==> src/rtl/dlx_pkg.sv <==
// Shared DLX definitions used by the instruction-fetch front end.
//   NOP_INSTR    : word presented to decode when no instruction is available
//   DLX_RESET_PC : default first fetch address after reset
//   if_entry_t   : one queue entry, fetched instruction plus the PC it came from
//   word_align   : clears the byte-offset bits of an address
package dlx_pkg;

    localparam logic [31:0] NOP_INSTR    = 32'h5400_0000;
    localparam logic [31:0] DLX_RESET_PC = 32'h0000_0000;

    typedef struct packed {
        logic [31:0] pc;
        logic [31:0] instr;
    } if_entry_t;

    function automatic logic [31:0] word_align(input logic [31:0] addr);
        return addr & 32'hFFFF_FFFC;
    endfunction

endpackage

==> src/rtl/if_prefetch_if.sv <==
// Bundle of the fetch unit's bus signals.
//   imem_* : request/grant/response handshake towards instruction memory
//   stall, branch, branch_pc : control from the decode stage
//   inst_valid, inst_id, pc_plus_four_id : instruction handed to decode
// master is the fetch unit; slave is the memory/decode side.
interface if_prefetch_if;

    logic        imem_req;
    logic [31:0] imem_addr;
    logic        imem_gnt;
    logic        imem_rvalid;
    logic [31:0] imem_rdata;

    logic        stall;
    logic        branch;
    logic [31:0] branch_pc;

    logic        inst_valid;
    logic [31:0] inst_id;
    logic [31:0] pc_plus_four_id;

    modport master (
        output imem_req, imem_addr, inst_valid, inst_id, pc_plus_four_id,
        input  imem_gnt, imem_rvalid, imem_rdata, stall, branch, branch_pc
    );

    modport slave (
        input  imem_req, imem_addr, inst_valid, inst_id, pc_plus_four_id,
        output imem_gnt, imem_rvalid, imem_rdata, stall, branch, branch_pc
    );

endinterface

==> src/rtl/sync_fifo.sv <==
// Synchronous in-order FIFO with registered storage and no bypass.
//   clk_i, rst_ni : clock and synchronous active-low reset
//   push_i/data_i : write an entry (caller guarantees not full)
//   pop_i         : drop the head entry (caller guarantees not empty)
//   flush_i       : empty the queue; overrides push and pop
//   data_o        : head entry, meaningful only when count_o != 0
//   count_o       : number of stored entries, 0..Depth
module sync_fifo #(
    parameter int unsigned Width = 32,
    parameter int unsigned Depth = 4
) (
    input  logic                       clk_i,
    input  logic                       rst_ni,
    input  logic                       push_i,
    input  logic [Width-1:0]           data_i,
    input  logic                       pop_i,
    input  logic                       flush_i,
    output logic [Width-1:0]           data_o,
    output logic [$clog2(Depth+1)-1:0] count_o
);

    localparam int unsigned PtrW = (Depth > 1) ? $clog2(Depth) : 1;
    localparam int unsigned CntW = $clog2(Depth + 1);

    logic [Width-1:0] mem_q [Depth];
    logic [PtrW-1:0]  wr_ptr_q, wr_ptr_d;
    logic [PtrW-1:0]  rd_ptr_q, rd_ptr_d;
    logic [CntW-1:0]  count_q, count_d;

    always_comb begin
        wr_ptr_d = wr_ptr_q;
        rd_ptr_d = rd_ptr_q;
        count_d  = count_q;
        if (flush_i) begin
            wr_ptr_d = '0;
            rd_ptr_d = '0;
            count_d  = '0;
        end else begin
            // Pointers wrap naturally because Depth is a power of two.
            if (push_i) wr_ptr_d = wr_ptr_q + PtrW'(1);
            if (pop_i)  rd_ptr_d = rd_ptr_q + PtrW'(1);
            count_d = count_q + CntW'(push_i) - CntW'(pop_i);
        end
    end

    always_ff @(posedge clk_i) begin
        if (!rst_ni) begin
            wr_ptr_q <= '0;
            rd_ptr_q <= '0;
            count_q  <= '0;
        end else begin
            wr_ptr_q <= wr_ptr_d;
            rd_ptr_q <= rd_ptr_d;
            count_q  <= count_d;
        end
    end

    // Storage needs no reset: the head is only observed while count_q != 0.
    always_ff @(posedge clk_i) begin
        if (push_i && !flush_i) mem_q[wr_ptr_q] <= data_i;
    end

    assign data_o  = mem_q[rd_ptr_q];
    assign count_o = count_q;

endmodule

==> src/rtl/if_prefetch.sv <==
// Instruction-fetch front end: issues word fetches to instruction memory under a
// credit limit, queues returned words with their PCs, and hands one instruction
// per cycle to decode. A branch flushes the queue and drops responses still in
// flight for the old path.
//   clk, rst_n : clock and synchronous active-low reset
//   bus        : memory handshake, decode control and decode-facing outputs
module if_prefetch
    import dlx_pkg::*;
#(
    parameter int unsigned DEPTH     = 4,
    parameter logic [31:0] RESET_PC  = DLX_RESET_PC,
    parameter int unsigned MAX_OUTST = 2
) (
    input logic           clk,
    input logic           rst_n,
    if_prefetch_if.master bus
);

    localparam int unsigned CntW = $clog2(DEPTH + 1);
    localparam int unsigned OutW = $clog2(MAX_OUTST + 1);

    logic [31:0]     fetch_pc_q, fetch_pc_d;
    logic [31:0]     shadow_pc_q, shadow_pc_d;
    logic [OutW-1:0] outst_q, outst_d;
    logic [OutW-1:0] discard_q, discard_d;

    logic [CntW-1:0] count;
    logic [31:0]     target;
    logic            req, fire, push, pop, valid;
    logic            credit_ok, outst_ok;
    if_entry_t       head, push_entry;

    assign target = word_align(bus.branch_pc);
    assign valid  = (count != '0);

    always_comb begin
        // Queued plus in-flight words may never exceed the queue size, so every
        // response is guaranteed a free slot.
        credit_ok  = (32'(count) + 32'(outst_q)) < DEPTH;
        outst_ok   = 32'(outst_q) < MAX_OUTST;
        req        = rst_n && !bus.branch && credit_ok && outst_ok;
        fire       = req && bus.imem_gnt;
        push       = bus.imem_rvalid && !bus.branch && (discard_q == '0);
        pop        = valid && !bus.stall && !bus.branch;
        push_entry = '{pc: shadow_pc_q, instr: bus.imem_rdata};

        fetch_pc_d  = fetch_pc_q;
        shadow_pc_d = shadow_pc_q;
        outst_d     = outst_q;
        discard_d   = discard_q;

        if (bus.branch) begin
            fetch_pc_d  = target;
            shadow_pc_d = target;
            // Everything still in flight belongs to the old path; a response
            // landing this cycle is already dropped, so it is not counted.
            outst_d     = outst_q - OutW'(bus.imem_rvalid);
            discard_d   = outst_q - OutW'(bus.imem_rvalid);
        end else begin
            if (fire) fetch_pc_d = fetch_pc_q + 32'd4;
            if (push) shadow_pc_d = shadow_pc_q + 32'd4;
            outst_d = outst_q + OutW'(fire) - OutW'(bus.imem_rvalid);
            if (bus.imem_rvalid && (discard_q != '0)) discard_d = discard_q - OutW'(1);
        end
    end

    always_ff @(posedge clk) begin
        if (!rst_n) begin
            fetch_pc_q  <= RESET_PC;
            shadow_pc_q <= RESET_PC;
            outst_q     <= '0;
            discard_q   <= '0;
        end else begin
            fetch_pc_q  <= fetch_pc_d;
            shadow_pc_q <= shadow_pc_d;
            outst_q     <= outst_d;
            discard_q   <= discard_d;
        end
    end

    sync_fifo #(
        .Width ($bits(if_entry_t)),
        .Depth (DEPTH)
    ) u_queue (
        .clk_i   (clk),
        .rst_ni  (rst_n),
        .push_i  (push),
        .data_i  (push_entry),
        .pop_i   (pop),
        .flush_i (bus.branch),
        .data_o  (head),
        .count_o (count)
    );

    assign bus.imem_req        = req;
    assign bus.imem_addr       = fetch_pc_q;
    assign bus.inst_valid      = valid;
    assign bus.inst_id         = valid ? head.instr : NOP_INSTR;
    // With an empty queue, report the PC of the next word to arrive.
    assign bus.pc_plus_four_id = valid ? head.pc + 32'd4 : shadow_pc_q + 32'd4;

    assert property (@(posedge clk) disable iff (!rst_n) !(push && count == CntW'(DEPTH)));
    assert property (@(posedge clk) disable iff (!rst_n) !(bus.imem_rvalid && outst_q == '0));

endmodule

==> src/flat_wrapper.sv <==
// flat-port wrapper written by rule: the top's interface ports become plain ports
module if_prefetch_flat import dlx_pkg::*;
#(
    parameter int unsigned DEPTH     = 4,
    parameter logic [31:0] RESET_PC  = DLX_RESET_PC,
    parameter int unsigned MAX_OUTST = 2
)
  (clk, rst_n, bus_imem_req, bus_imem_addr, bus_inst_valid, bus_inst_id, bus_pc_plus_four_id, bus_imem_gnt, bus_imem_rvalid, bus_imem_rdata, bus_stall, bus_branch, bus_branch_pc);
  if_prefetch_if bus_i ();
  input logic clk;
  input logic rst_n;
  output wire logic [$bits(bus_i.imem_req)-1:0] bus_imem_req;
  output wire logic [$bits(bus_i.imem_addr)-1:0] bus_imem_addr;
  output wire logic [$bits(bus_i.inst_valid)-1:0] bus_inst_valid;
  output wire logic [$bits(bus_i.inst_id)-1:0] bus_inst_id;
  output wire logic [$bits(bus_i.pc_plus_four_id)-1:0] bus_pc_plus_four_id;
  input wire logic [$bits(bus_i.imem_gnt)-1:0] bus_imem_gnt;
  input wire logic [$bits(bus_i.imem_rvalid)-1:0] bus_imem_rvalid;
  input wire logic [$bits(bus_i.imem_rdata)-1:0] bus_imem_rdata;
  input wire logic [$bits(bus_i.stall)-1:0] bus_stall;
  input wire logic [$bits(bus_i.branch)-1:0] bus_branch;
  input wire logic [$bits(bus_i.branch_pc)-1:0] bus_branch_pc;
  assign bus_imem_req = bus_i.imem_req;
  assign bus_imem_addr = bus_i.imem_addr;
  assign bus_inst_valid = bus_i.inst_valid;
  assign bus_inst_id = bus_i.inst_id;
  assign bus_pc_plus_four_id = bus_i.pc_plus_four_id;
  assign bus_i.imem_gnt = bus_imem_gnt;
  assign bus_i.imem_rvalid = bus_imem_rvalid;
  assign bus_i.imem_rdata = bus_imem_rdata;
  assign bus_i.stall = bus_stall;
  assign bus_i.branch = bus_branch;
  assign bus_i.branch_pc = bus_branch_pc;
  if_prefetch #(.DEPTH(DEPTH), .RESET_PC(RESET_PC), .MAX_OUTST(MAX_OUTST)) u_core (.clk(clk), .rst_n(rst_n), .bus(bus_i));
endmodule
==> config.mk <==
export PLATFORM = sky130hd
export DESIGN_NAME = if_prefetch_flat
export DESIGN_NICKNAME = d
export VERILOG_FILES = /design/src/rtl/dlx_pkg.sv /design/src/rtl/if_prefetch_if.sv /design/src/rtl/sync_fifo.sv /design/src/rtl/if_prefetch.sv /design/src/flat_wrapper.sv
export SDC_FILE = /design/constraint.sdc
export NUM_CORES = 1
export LEC_CHECK = 0
export BUFFER_PORTS_ARGS = -buffer_cell sky130_fd_sc_hd__buf_2
export CORE_MARGIN = 2
export CORE_UTILIZATION = 37
export DETAILED_ROUTE_END_ITERATION = 7
export PLACE_DENSITY = 0.63
export SYNTH_ARGS = -nofsm -noshare
export SYNTH_HDL_FRONTEND = slang
export SYNTH_HIERARCHICAL = 1
export SYNTH_SLANG_ARGS = --single-unit
==> constraint.sdc <==
create_clock -name clk -period 4.9 [get_ports clk]
set_input_delay 0.98 -clock clk [delete_from_list [all_inputs] [get_ports clk]]
set_output_delay 0.98 -clock clk [all_outputs]
set_load 0.01 [all_outputs]
==> results.rst, run 1 <==
.. list-table::
   :header-rows: 1

   * - Metric
     - Value
   * - Outcome
     - finished clean
   * - Top-level I/O count
     - 168
   * - Number of nets in the finished design
     - 1,319
   * - Worst Path Class, Setup
     - register to primary output
   * - Relative slew slack
     - 36.8%
   * - Number of failing hold endpoints at the final stage
     - 0
   * - Critical Path Max Stage Delay
     - 0.81 ns
   * - Clock tree from TritonCTS
     - built
   * - Number of buffers added on ports
     - 163
   * - Area Growth Syn to Fin
     - 16.8%
   * - Die Span Y
     - 205 um
   * - Post-layout minimum cycle time
     - 4.43 ns
   * - Mapped Cells
     - 1,068
   * - Starting density of the core
     - 37.5%
   * - Static power due to leakage
     - 0.00591 uW
   * - Arrival time of data at the critical path endpoint
     - 3.45 ns
   * - Fraction of the yosys area taken by sequential cells
     - 61.5%
   * - Max-slew violation count
     - 0
   * - Sequential cell area
     - 0.00915 mm2
   * - Clock transition at path regs
     - 0.06 ns
   * - Count of fill cells added during filler insertion
     - 3,622
   * - Top cell type by total area after synthesis
     - sky130_fd_sc_hd__edfxtp_1
   * - Detailed-route via count
     - 9,338
   * - Starting DRC count in detailed routing
     - 602
   * - Reg2reg start
     - u_core/outst_q[1]
   * - Maximum count of clock buffers along a single path
     - 3
   * - Antenna Cells
     - 0
   * - First-pass GRT wire length
     - 53,400 um
   * - Post-DR wirelength/cell
     - 19.2 um
   * - GR Overflow Total
     - 0
   * - Cell area after technology mapping
     - 0.0149 mm2
   * - Core outline area
     - 0.0397 mm2
   * - Master of the slowest instance on the critical path
     - sky130_fd_sc_hd__dfxtp_2
   * - Register bit total from synthesis
     - 329
   * - Fraction of registers with async set or reset after synthesis
     - 0%
   * - Detail Route Antenna Nets
     - 0
   * - Start point of the worst min-delay path
     - u_core/bus.imem_addr[31]
   * - Critical path buffer and inverter count
     - 1
   * - Global router's overall resource usage
     - 16.5%
   * - Vias in the first global route
     - 9,459
   * - Share of cells above drive strength 1
     - 25.5%
   * - Peak fanout along the critical path
     - 26
   * - PnR worst setup slack
     - 0.472 ns
   * - Worst Max-Slew Pin Slew
     - 0.943 ns
   * - Footprint of the multi-input gates
     - 0.00532 mm2
   * - Row count
     - 73
   * - Num CTS Buffers
     - 37
   * - Aggregate negative setup slack
     - 0 ns
   * - Kind of capture point of the worst setup path
     - primary output
   * - Clock root buffer
     - sky130_fd_sc_hd__clkbuf_16
   * - EDFF count, synth
     - 256
   * - Htree depth
     - 2
   * - Worst-skew pair later-pin latency
     - 0.54 ns
   * - Unrepaired setup endpoints after global routing
     - false
   * - Cell type group with the largest total delay on the critical path
     - simple AND/OR/NAND/NOR gates
   * - Required time of the worst setup path
     - 3.92 ns
   * - Number of buffers inserted by post-CTS setup repair
     - 0
   * - Synth top area share
     - 51.7%
   * - Syn avg cell area
     - 13.9 um2
   * - Max-capacitance violation count
     - 0
   * - Synth Warn #
     - 6
   * - Most used DFF post-synth
     - sky130_fd_sc_hd__edfxtp_1
   * - Maximum clock rate
     - 226 MHz
   * - Total of cells resized after clock tree synthesis
     - 0
   * - Detailed-route wire length
     - 34,200 um
   * - Power per cell area
     - 363 mW/mm2
   * - DRC violations left
     - 0
   * - Largest net degree at the start of global routing
     - 82
   * - Largest cells by area after synthesis
     - sky130_fd_sc_hd__edfxtp_1, sky130_fd_sc_hd__dfxtp_1, sky130_fd_sc_hd__mux4_2
   * - Hold_buf cts
     - 0
   * - Horizontal die dimension
     - 205 um
   * - Critical-path cell list
     - mux4_2 -> nand4_1 -> or4_1 -> nor2_1 -> xnor2_1 -> mux2i_1 -> buf_2
   * - Iteration count of the initial detailed-routing pass
     - 5
   * - Ratio of routed vias to standard cells
     - 5.23
   * - Synth unique cells
     - 65
   * - Fin Clk Skew
     - 0.0240 ns
   * - Total Die Area
     - 0.0418 mm2
   * - Worst slack at placement
     - 0.997 ns
   * - Type of element launching the critical path
     - register
   * - Worst hold path class
     - register to register
   * - Final HPWL DP
     - 22,000 um
   * - Clock Sink Count
     - 329
   * - Number of antenna violations at the first check in global routing
     - 0
   * - VDD IR max
     - 0.196 mV
   * - Fin crit share
     - 90.4%
   * - Final setup viols
     - 0
   * - Global placer's final weighted congestion
     - 0.861
[final timing paths]
| check | to | slack, ns | cells past startpoint |
|---|---|---|---|
| worst max-delay path | bus_pc_plus_four_id[15] | 0.47 | 7 |
| worst min-delay path | u_core/bus.imem_addr[31] | 0.51 | 1 |
| worst max register to register | u_core/outst_q[1] | 1.95 | 12 |
| worst min register to register | u_core/bus.imem_addr[31] | 0.51 | 1 |
[sequential cells by signal, indices dropped and copies added (netlist names), named ones only]
signal and count:
u_core/u_queue/mem_q 256, u_core/discard_q 2, u_core/shadow_pc_q 30, u_core/u_queue/rd_ptr_q 2, u_core/u_queue/count_o 3, u_core/outst_q 2
u_core/bus.imem_addr 30, u_core/u_queue/wr_ptr_q 2
[report_power, final]
group | internal [uW] | total (uW) | switching (uW)
clock | 1620 | 2720 | 1100
combinational | 176 | 435 | 259
sequential | 3070 | 3150 | 82.2
[cells in the final DEF (no fill, tap or decap), types with 14 or more instances in the layout]
| cell type | n |
|---|---|
| sky130_fd_sc_hd__clkbuf_16 | 37 |
| sky130_fd_sc_hd__xor2_1 | 36 |
| sky130_fd_sc_hd__nand2_1 | 70 |
| sky130_fd_sc_hd__buf_2 | 163 |
| sky130_fd_sc_hd__nand4_1 | 37 |
| sky130_fd_sc_hd__mux4_2 | 60 |
| sky130_fd_sc_hd__xnor2_1 | 61 |
| sky130_fd_sc_hd__nor2_1 | 49 |
| sky130_fd_sc_hd__a21oi_1 | 49 |
| sky130_fd_sc_hd__edfxtp_1 | 256 |
| sky130_fd_sc_hd__nand3_1 | 29 |
| sky130_fd_sc_hd__nor3_1 | 22 |
| sky130_fd_sc_hd__mux2i_1 | 18 |
| sky130_fd_sc_hd__dfxtp_1 | 71 |
| sky130_fd_sc_hd__and2_1 | 37 |
| sky130_fd_sc_hd__a31oi_1 | 15 |
| sky130_fd_sc_hd__o21ai_0 | 50 |
| sky130_fd_sc_hd__ha_1 | 14 |
| sky130_fd_sc_hd__inv_1 | 22 |
[routing by layer]
metal	share of wire, %	global-route usage [%]
met4	3.2	5.98
met5	0	0
met1	44	22.1
met3	5.7	2.96
met2	47	26.7
[area by class of cell]
cell class                      instances  share of cell area [%]
Timing Repair Buffer                  177                    5.58
Sequential cell                       329                    52.6
Clock inverter                         22                    1.36
Tap cell                              525                    3.78
Inverter                               25                   0.540
Clock buffer                           42                    5.49
Multi-Input combinational cell        664                    30.6
[through the flow]
step | power (uW) | instances | area [um2] | util, % | hold WS [ns]
after floorplan | 3450 | 1077 | 14900 | - | 0.455
after global placement | 3640 | 1720 | 16200 | 40.8 | 0.483
after detailed placement | 3650 | 1720 | 16200 | 40.8 | 0.493
after CTS | 6390 | 1784 | 17400 | 43.8 | 0.512
after global routing | 6550 | 1784 | 17400 | 43.8 | 0.542
final | 6310 | 1784 | 17400 | 43.8 | 0.510
[logic make-up after synthesis]
| kind of cell | after synthesis | synth area share (%) |
|---|---|---|
| AO/OA/AOI/OAI | 141 | 5.51 |
| other | 1 | 0.0252 |
| multiplexers | 83 | 11.1 |
| adder cells (fa/ha/maj) | 15 | 1.31 |
| buffers and inverters | 84 | 3.05 |
| flip-flops | 329 | 61.5 |
| AND/OR/NAND/NOR | 317 | 11.7 |
| XOR/XNOR | 98 | 5.87 |
[cell usage after synthesis (4+ instances only)]
| cell | number |
|---|---|
| sky130_fd_sc_hd__edfxtp_1 | 256 |
| sky130_fd_sc_hd__dfxtp_1 | 73 |
| sky130_fd_sc_hd__nand2_1 | 70 |
| sky130_fd_sc_hd__xnor2_1 | 61 |
| sky130_fd_sc_hd__mux4_2 | 60 |
| sky130_fd_sc_hd__o21ai_0 | 50 |
| sky130_fd_sc_hd__a21oi_1 | 49 |
| sky130_fd_sc_hd__nor2_1 | 49 |
| sky130_fd_sc_hd__and2_1 | 41 |
| sky130_fd_sc_hd__nand4_1 | 37 |
| sky130_fd_sc_hd__xor2_1 | 36 |
| sky130_fd_sc_hd__clkbuf_1 | 30 |
| sky130_fd_sc_hd__nand3_1 | 29 |
| sky130_fd_sc_hd__inv_1 | 23 |
| sky130_fd_sc_hd__nor3_1 | 23 |
| sky130_fd_sc_hd__mux2i_1 | 18 |
| sky130_fd_sc_hd__a31oi_1 | 15 |
| sky130_fd_sc_hd__ha_1 | 14 |
| sky130_fd_sc_hd__buf_2 | 12 |
| sky130_fd_sc_hd__and3_1 | 10 |
| sky130_fd_sc_hd__nor4_1 | 10 |
| sky130_fd_sc_hd__and4_1 | 9 |
| sky130_fd_sc_hd__nand2b_1 | 7 |
| sky130_fd_sc_hd__buf_12 | 6 |
| sky130_fd_sc_hd__or2_2 | 6 |
| sky130_fd_sc_hd__or3_1 | 5 |
| sky130_fd_sc_hd__a211oi_1 | 4 |
| sky130_fd_sc_hd__buf_1 | 4 |
| sky130_fd_sc_hd__mux4_1 | 4 |
| sky130_fd_sc_hd__nor4_2 | 4 |
Power figures use the tool's default switching activity.
==> inputs of run 2 (changes only) <==
CTS_CLUSTER_DIAMETER = 80   (was default)
SKIP_LAST_GASP = 1   (was default)
clock period = 4.8 ns   (was 4.9 ns; I/O delays follow)
==> run 2 against run 1 <==
Clock skew decreased by 0.0029 ns; core utilization rose by 0.20 points; total power rose by 4.4%; non-clock buffer count rose by 2; via count up 0.89%; critical path depth unchanged; combinational power is 3% higher; first-iteration DRC count shrank 5.8%; setup slack improved by 0.069 ns; final area rose by 0.45%; register-to-register slack gained 0.05 ns; die area unchanged; highest routed layer unchanged.
==> results.rst, run 2 (synthesis gave the netlist of run 1 again) <==
.. list-table::
   :header-rows: 1

   * - Metric
     - Value
   * - Area Growth Syn to Fin
     - 17.4%
   * - Combinational share of power
     - 6.8% (about the same)
   * - Flop-to-flop setup slack
     - 2.00 ns (+0.05 ns)
   * - Depth of the worst register-to-register path
     - 11 (-1)
   * - Peak fanout along the critical path
     - 26 (unchanged)
   * - Unrepaired setup endpoints after global routing
     - false
   * - Maximum count of clock buffers along a single path
     - 3 (unchanged)
   * - Final design utilization
     - 44.0% (+0.20 points)
   * - Number of nets in the finished design
     - 1,322 (+0.23%)
   * - Clock network power share
     - 44.3% (+1.2 points)
   * - Number of antenna violations at the first check in global routing
     - 0 (unchanged)
   * - Vias in the first global route
     - 9,436 (-0.24%)
   * - Leading cell type in the layout, fill and taps excluded
     - sky130_fd_sc_hd__edfxtp_1
   * - Arrival time of data at the critical path endpoint
     - 3.30 ns (-0.15 ns)
   * - Fin Clk Skew
     - 0.0211 ns (-0.00291 ns)
   * - Detailed-route via count
     - 9,421 (+0.89%)
   * - Worst hold path class
     - register to register
   * - Max-capacitance violation count
     - 0 (unchanged)
   * - Num CTS Buffers
     - 38 (+2.7%)
   * - Switching power total
     - 1490 uW (+3.7%)
   * - Iteration count of the initial detailed-routing pass
     - 4 (-1)
   * - Clock root buffer
     - sky130_fd_sc_hd__clkbuf_16
   * - Switching power as a share of total power
     - 22.7% (-0.16 points)
   * - Htree depth
     - 2 (unchanged)
   * - Ratio of routed vias to standard cells
     - 5.26 (+0.55%)
   * - Hold_buf cts
     - 0 (unchanged)
   * - Global router's overall resource usage
     - 16.5% (+0.076 points)
   * - Critical Path Max Stage Delay
     - 0.69 ns (-0.12 ns)
   * - Total power
     - 6580 uW (+4.4%)
   * - DRC violations left
     - 0 (unchanged)
   * - Number of buffers added on ports
     - 163 (unchanged)
   * - Horizontal die dimension
     - 205 um (unchanged)
   * - Worst-skew pair later-pin latency
     - 0.54 ns (about the same)
   * - First-pass GRT wire length
     - 53,600 um (+0.36%)
   * - Fin crit share
     - 88.7%
   * - Clock Sink Count
     - 329 (unchanged)
   * - Start point of the worst min-delay path
     - u_core/bus.imem_addr[31]
   * - Largest net degree at the start of global routing
     - 82 (unchanged)
   * - Number of failing hold endpoints at the final stage
     - 0 (unchanged)
   * - Type of element launching the critical path
     - register
   * - GR Overflow Total
     - 0 (unchanged)
   * - Maximum clock rate
     - 235 MHz
   * - VDD IR max
     - 0.205 mV (+4.6%)
   * - End of the worst hold path
     - u_core/bus.imem_addr[31]
   * - Internal power contribution
     - 5090 uW (+4.6%)
   * - PnR worst setup slack
     - 0.541 ns (+0.0693 ns)
   * - Final HPWL DP
     - 22,300 um (+1.4%)
   * - Post-DR wirelength/cell
     - 19.2 um (+0.17%)
   * - Number of flip-flops in the largest register
     - 256 (unchanged)
   * - Aggregate negative setup slack
     - 0 ns (unchanged)
   * - Outcome
     - finished clean
   * - Row count
     - 73 (unchanged)
   * - Static power due to leakage
     - 0.00595 uW (+0.78%)
   * - Power per cell area
     - 377 mW/mm2 (+3.9%)
   * - Starting density of the core
     - 37.5% (unchanged)
   * - Kind of capture point of the worst setup path
     - primary output
   * - Leading cell types in the layout, fill and taps excluded
     - sky130_fd_sc_hd__edfxtp_1, sky130_fd_sc_hd__buf_2, sky130_fd_sc_hd__dfxtp_1
   * - Die Span Y
     - 205 um (unchanged)
   * - Relative slew slack
     - 37.9% (+1.1 points)
   * - Critical-path cell list
     - mux4_2 -> nand4_1 -> or4_1 -> nor4_1 -> xnor2_1 -> mux2i_1 -> buf_2
   * - Worst Path Class, Setup
     - register to primary output
   * - Top-level I/O count
     - 168 (unchanged)
   * - Register with the highest flop count
     - u_core/u_queue/mem_q
   * - Reg2reg start
     - u_core/outst_q[1]
   * - Part of the power in registers
     - 48.9% (-1.1 points)
   * - Total of cells resized after clock tree synthesis
     - 0 (unchanged)
   * - Clock tree from TritonCTS
     - built
   * - Share of cells above drive strength 1
     - 25.8% (+0.35 points)
   * - Antenna Cells
     - 0 (unchanged)
   * - Worst Max-Slew Pin Slew
     - 0.927 ns (-0.0164 ns)
   * - Number of instances on the worst hold path
     - 1 (unchanged)
   * - Starting DRC count in detailed routing
     - 567 (-5.8%)
   * - Master of the slowest instance on the critical path
     - sky130_fd_sc_hd__dfxtp_4
   * - Worst slack at placement
     - 1.05 ns (+0.0578 ns)
   * - Final setup viols
     - 0 (unchanged)
   * - Max-slew violation count
     - 0 (unchanged)
   * - Detail Route Antenna Nets
     - 0 (unchanged)
   * - Global placer's final weighted congestion
     - 0.849 (-1.5%)
   * - Number of buffers inserted by post-CTS setup repair
     - 0 (unchanged)
   * - Clock transition at path regs
     - 0.06 ns (about the same)
   * - Core outline area
     - 0.0397 mm2 (unchanged)
   * - Required time of the worst setup path
     - 3.84 ns (-0.08 ns)
   * - Worst flop-to-flop path endpoint
     - u_core/outst_q[1]
   * - Post-layout minimum cycle time
     - 4.26 ns
   * - Total Die Area
     - 0.0418 mm2 (unchanged)
   * - Detailed-route wire length
     - 34,400 um (+0.51%)
run 2: worst max-delay path, delay by kind of cell, from the launching register on:
| family | cells | cell delay, ns |
|---|---|---|
| xor gates and xnor gates | 1 | 0.10 |
| buffers and inverters | 1 | 0.16 |
| DFF | 1 | 0.69 |
| muxes | 2 | 0.58 |
| and+or+nand+nor | 3 | 1.21 |
run 2: metal layers:
metal	routed length, um	vias up	share of wire [%]	GRT usage [%]
li1	-	4413	-	-
met1	15000	4614	44	21.8
met2	15700	326	46	26.3
met3	2220	68	6.5	3.23
met4	1410	0	4.1	7.84
met5	0	-	0	0
run 2: final cells by class:
class                      count  area (um2)
clock inverter                24         262
timing repair buffer         179         973
sequential                   329        9150
tap                          525         657
inverter                      25        93.8
fill                        3611       22300
clock buffer                  44        1000
multi-input combinational    664        5320
run 2: how the worst max path moves through the flow:
stage,startpoint,to,slack [ns],depth (start not counted)
after floorplan,bus_branch,u_core/u_queue/mem_q[0][0],1.01,5
after global placement,register,bus_pc_plus_four_id[31],1.08,7
after detailed placement,register,bus_pc_plus_four_id[31],1.05,7
after CTS,register,bus_pc_plus_four_id[31],0.46,7
after global routing,register,bus_pc_plus_four_id[28],0.22,7
final,register,bus_pc_plus_four_id[31],0.54,7
run 2: per-stage QoR:
| stage | hold WS (ns) | cell area [um2] | std cells |
|---|---|---|---|
| final | 0.498 | 17500 | 1790 |
| after global routing | 0.528 | 17500 | 1790 |
| after floorplan | 0.455 | 14900 | 1077 |
| after global placement | 0.482 | 16200 | 1722 |
| after detailed placement | 0.479 | 16200 | 1722 |
| after CTS | 0.497 | 17500 | 1790 |
run 2: power by group through the flow:
stage                     Clock, uW  Sequential [uW]  Combinational (uW)
after floorplan                   0             3250                 272
after global placement            0             3270                 445
after global routing           3110             3230                 492
after detailed placement          0             3280                 451
after CTS                      3000             3220                 454
final                          2920             3220                 449
==> inputs of run 3 (changes only) <==
ABC_AREA = 1   (was default)
PLACE_DENSITY = 0.62   (was 0.63)
==> run 3 against run 2 <==
Clock power shrank 7.9%; routed wire length grew 26%; first-iteration DRC count grew 58%; critical endpoint is now bus_pc_plus_four_id[26]; flip-flop and latch count is the same; sequential share of layout area shrank 2.7 points; combinational power grew 12%; via count grew 33%; clock-buffer cell count grew 4.
==> results.rst, run 3 <==
.. list-table::
   :header-rows: 1

   * - Metric
     - Value
   * - Vias in the first global route
     - 12,200 (+29%)
   * - Core outline area
     - 0.0420 mm2 (+5.8%)
   * - Detail Route Antenna Nets
     - 0 (unchanged)
   * - Fraction of the yosys area taken by sequential cells
     - 58.0% (-3.5 points)
   * - Number of failing hold endpoints at the final stage
     - 0 (unchanged)
   * - Final setup viols
     - 0 (unchanged)
   * - Clock tree from TritonCTS
     - built
   * - Global placer's final weighted congestion
     - 0.953 (+12%)
   * - Count of fill cells added during filler insertion
     - 4,058 (+12%)
   * - Starting DRC count in detailed routing
     - 897 (+58%)
   * - Fin Clk Skew
     - 0.0166 ns (-0.00449 ns)
   * - Number of nets in the finished design
     - 2,031 (+54%)
   * - Detailed-route via count
     - 12,500 (+33%)
   * - Critical Path Max Stage Delay
     - 0.46 ns (-0.23 ns)
   * - Worst-skew pair later-pin latency
     - 0.54 ns (about the same)
   * - Master of the slowest instance on the critical path
     - sky130_fd_sc_hd__dfxtp_4
   * - Leading cell type in the layout, fill and taps excluded
     - sky130_fd_sc_hd__nor2_1
   * - Footprint of the multi-input gates
     - 0.00575 mm2 (+8.1%)
   * - Critical-path cell list
     - clkinv_2 -> o21ai_1 -> o21ai_1 -> ha_1 -> nand3_2 -> nor2_1 -> nand2_1 -> nor2_1 -> nand3_1 -> nand3_1 -> o21a_1 -> buf_2
   * - Htree depth
     - 2 (unchanged)
   * - Fraction of registers with async set or reset after synthesis
     - 0% (unchanged)
   * - Row count
     - 75 (+2.7%)
   * - First-pass GRT wire length
     - 66,300 um (+24%)
   * - Register with the highest flop count
     - u_core/u_queue/mem_q
   * - Cell area after technology mapping
     - 0.0158 mm2 (+6.1%)
   * - Required time of the worst setup path
     - 3.84 ns (about the same)
   * - Cell type group with the largest total delay on the critical path
     - simple AND/OR/NAND/NOR gates
   * - Ratio of routed vias to standard cells
     - 4.99 (-5.2%)
   * - Clock transition at path regs
     - 0.06 ns (about the same)
   * - Dominant cell by count in the synthesized netlist
     - sky130_fd_sc_hd__nor2_1
   * - Top cell type by total area after synthesis
     - sky130_fd_sc_hd__edfxtp_1
   * - Synth top area share
     - 48.7% (-2.9 points)
   * - Synth unique cells
     - 43 (-34%)
   * - Area Growth Syn to Fin
     - 16.7%
   * - Static power due to leakage
     - 0.00725 uW (+22%)
   * - EDFF count, synth
     - 256 (unchanged)
   * - Top-level I/O count
     - 168 (unchanged)
   * - Syn avg cell area
     - 8.84 um2 (-37%)
   * - Most used standard cells in the synthesized netlist
     - sky130_fd_sc_hd__nor2_1, sky130_fd_sc_hd__nand2_1, sky130_fd_sc_hd__edfxtp_1
   * - DRC violations left
     - 0 (unchanged)
   * - Number of flip-flops in the largest register
     - 256 (unchanged)
   * - Num CTS Buffers
     - 37 (-2.6%)
   * - Instance area after placement
     - 0.0172 mm2 (+6.5%)
   * - Leading cell types in the layout, fill and taps excluded
     - sky130_fd_sc_hd__nor2_1, sky130_fd_sc_hd__nand2_1, sky130_fd_sc_hd__edfxtp_1
   * - Number of antenna violations at the first check in global routing
     - 0 (unchanged)
   * - Power per cell area
     - 348 mW/mm2 (-7.6%)
   * - Outcome
     - finished clean
   * - Clock Sink Count
     - 329 (unchanged)
   * - Unrepaired setup endpoints after global routing
     - false
   * - VDD IR max
     - 0.205 mV (about the same)
   * - Hold_buf cts
     - 0 (unchanged)
   * - Final HPWL DP
     - 29,900 um (+34%)
   * - Iteration count of the initial detailed-routing pass
     - 5 (+1)
   * - Worst Max-Slew Pin Slew
     - 0.877 ns (-0.0492 ns)
   * - Total Die Area
     - 0.0443 mm2 (+5.9%)
   * - Most used DFF post-synth
     - sky130_fd_sc_hd__edfxtp_1
   * - Global router's overall resource usage
     - 19.3% (+2.7 points)
   * - Synth Warn #
     - 6 (unchanged)
   * - Clock root buffer
     - sky130_fd_sc_hd__clkbuf_16
   * - Number of buffers added on ports
     - 163 (unchanged)
   * - Fin crit share
     - 92.2% (+3.4 points)
   * - Kind of capture point of the worst setup path
     - primary output
   * - Maximum clock rate
     - 226 MHz (-3.7%)
   * - Sequential cell area
     - 0.00915 mm2 (about the same)
   * - Die Span Y
     - 211 um (+2.9%)
   * - Post-DR wirelength/cell
     - 17.2 um (-10%)
   * - Worst hold path class
     - register to register
   * - Maximum count of clock buffers along a single path
     - 3 (unchanged)
   * - Share of cells above drive strength 1
     - 13.6% (-12 points)
   * - Relative slew slack
     - 41.5% (+3.6 points)
   * - Max-capacitance violation count
     - 0 (unchanged)
   * - Max-slew violation count
     - 0 (unchanged)
   * - Detailed-route wire length
     - 43,200 um (+26%)
   * - Total power
     - 6420 uW (-2.5%)
   * - Register bit total from synthesis
     - 329 (unchanged)
   * - Arrival time of data at the critical path endpoint
     - 3.46 ns (+0.16 ns)
   * - Final design instance area without fill
     - 0.0184 mm2 (+5.5%)
   * - Peak fanout along the critical path
     - 26 (unchanged)
   * - Starting density of the core
     - 37.5% (+0.086 points)
   * - Post-layout minimum cycle time
     - 4.42 ns (+0.165 ns)
   * - Type of element launching the critical path
     - register
   * - Largest cells by area after synthesis
     - sky130_fd_sc_hd__edfxtp_1, sky130_fd_sc_hd__dfxtp_1, sky130_fd_sc_hd__nor2_1
   * - Horizontal die dimension
     - 211 um (+2.9%)
   * - Antenna Cells
     - 0 (unchanged)
   * - Largest net degree at the start of global routing
     - 77 (-6.1%)
   * - GR Overflow Total
     - 0 (unchanged)
   * - Critical path buffer and inverter count
     - 2 (+1)
   * - Worst Path Class, Setup
     - register to primary output
   * - Mapped Cells
     - 1,786 (+67%)
## run 3: changes by cell type in the layout (fill, tap and decap cells not counted), moves of 18 or more
cell / previous run / this run
sky130_fd_sc_hd__nand3_1: 29 / 55
sky130_fd_sc_hd__nand4_1: 37 / 7
sky130_fd_sc_hd__nor2_1: 49 / 354
sky130_fd_sc_hd__mux2i_1: 18 / 0
sky130_fd_sc_hd__xnor2_1: 61 / 15
sky130_fd_sc_hd__nand2_1: 70 / 353
sky130_fd_sc_hd__and2_1: 37 / 1
sky130_fd_sc_hd__mux4_2: 60 / 0
sky130_fd_sc_hd__o21ai_0: 50 / 114
sky130_fd_sc_hd__o21ai_1: 0 / 139
sky130_fd_sc_hd__inv_1: 22 / 155
## run 3: kinds of logic after synthesis
logic type / synth area share [%]
AO/OA/AOI/OAI: 10.9
XOR/XNOR: 2.61
other: 0.0238
flip-flops: 58.0
adder cells (fa/ha/maj): 1.24
AND/OR/NAND/NOR: 21.2
buffers and inverters: 6.05
## run 3: repair_timing
| action | CTS | global route |
|---|---|---|
| resized for setup | 0 | 1 |
| setup endpoints to repair | 0 | 7 |
| buffers inserted | 0 | 1 |
## run 3: through the flow
stage	util (%)	instances	setup WS [ns]	hold WS (ns)	TNS, ns
final	43.8	2512	0.376	0.507	0
after global placement	41.0	2445	0.746	0.492	0
after floorplan	-	1795	-0.248	0.475	-63.59
after global routing	43.8	2512	0.0192	0.565	0
after detailed placement	41.0	2445	0.717	0.509	0
after CTS	43.8	2511	0.135	0.513	0
## run 3: path summary, 6_finish.rpt
path / from / endpoint / slack [ns] / cells past startpoint
max: register / bus_pc_plus_four_id[26] / 0.38 / 12
max reg2reg: u_core/u_queue/count_o[2] / u_core/u_queue/count_o[2] / 2.04 / 10
min: u_core/u_queue/wr_ptr_q[0] / u_core/u_queue/wr_ptr_q[0] / 0.51 / 2
min reg2reg: u_core/u_queue/wr_ptr_q[0] / u_core/u_queue/wr_ptr_q[0] / 0.51 / 2
## run 3: area by class of cell
class                           instances  share of cell area (%)
Clock inverter                         18                   0.896
Tap cell                              539                    3.66
Clock buffer                           48                    5.36
Inverter                              159                    3.25
Multi-Input combinational cell       1234                    31.2
Timing Repair Buffer                  185                    5.93
Sequential cell                       329                    49.7
## run 3: report_power, final
part,internal (uW),switching (uW),leakage [uW],total [uW]
combinational,169,331,0.00377,501
clock,1570,1120,0.000561,2690
sequential,3140,88.4,0.00293,3230
total,4880,1540,0.00725,6420
## run 3: metal layers
layer | track usage [%] | vias to the layer above | part of all wire, %
met5 | 0 | - | 0
met4 | 6.31 | 0 | 2.9
met3 | 3.25 | 67 | 5.9
met2 | 33.3 | 365 | 48
met1 | 24.6 | 5857 | 43
li1 | - | 6238 | -
## run 3: worst register-to-register path: cells and delay by family (launching register included)
family | cells | cell delay (ns)
and+or+nand+nor | 3 | 0.51
buffers and inverters | 3 | 0.82
DFF | 1 | 0.34
adders and majority gates | 3 | 0.89
AOI/OAI and AO/OA | 1 | 0.14
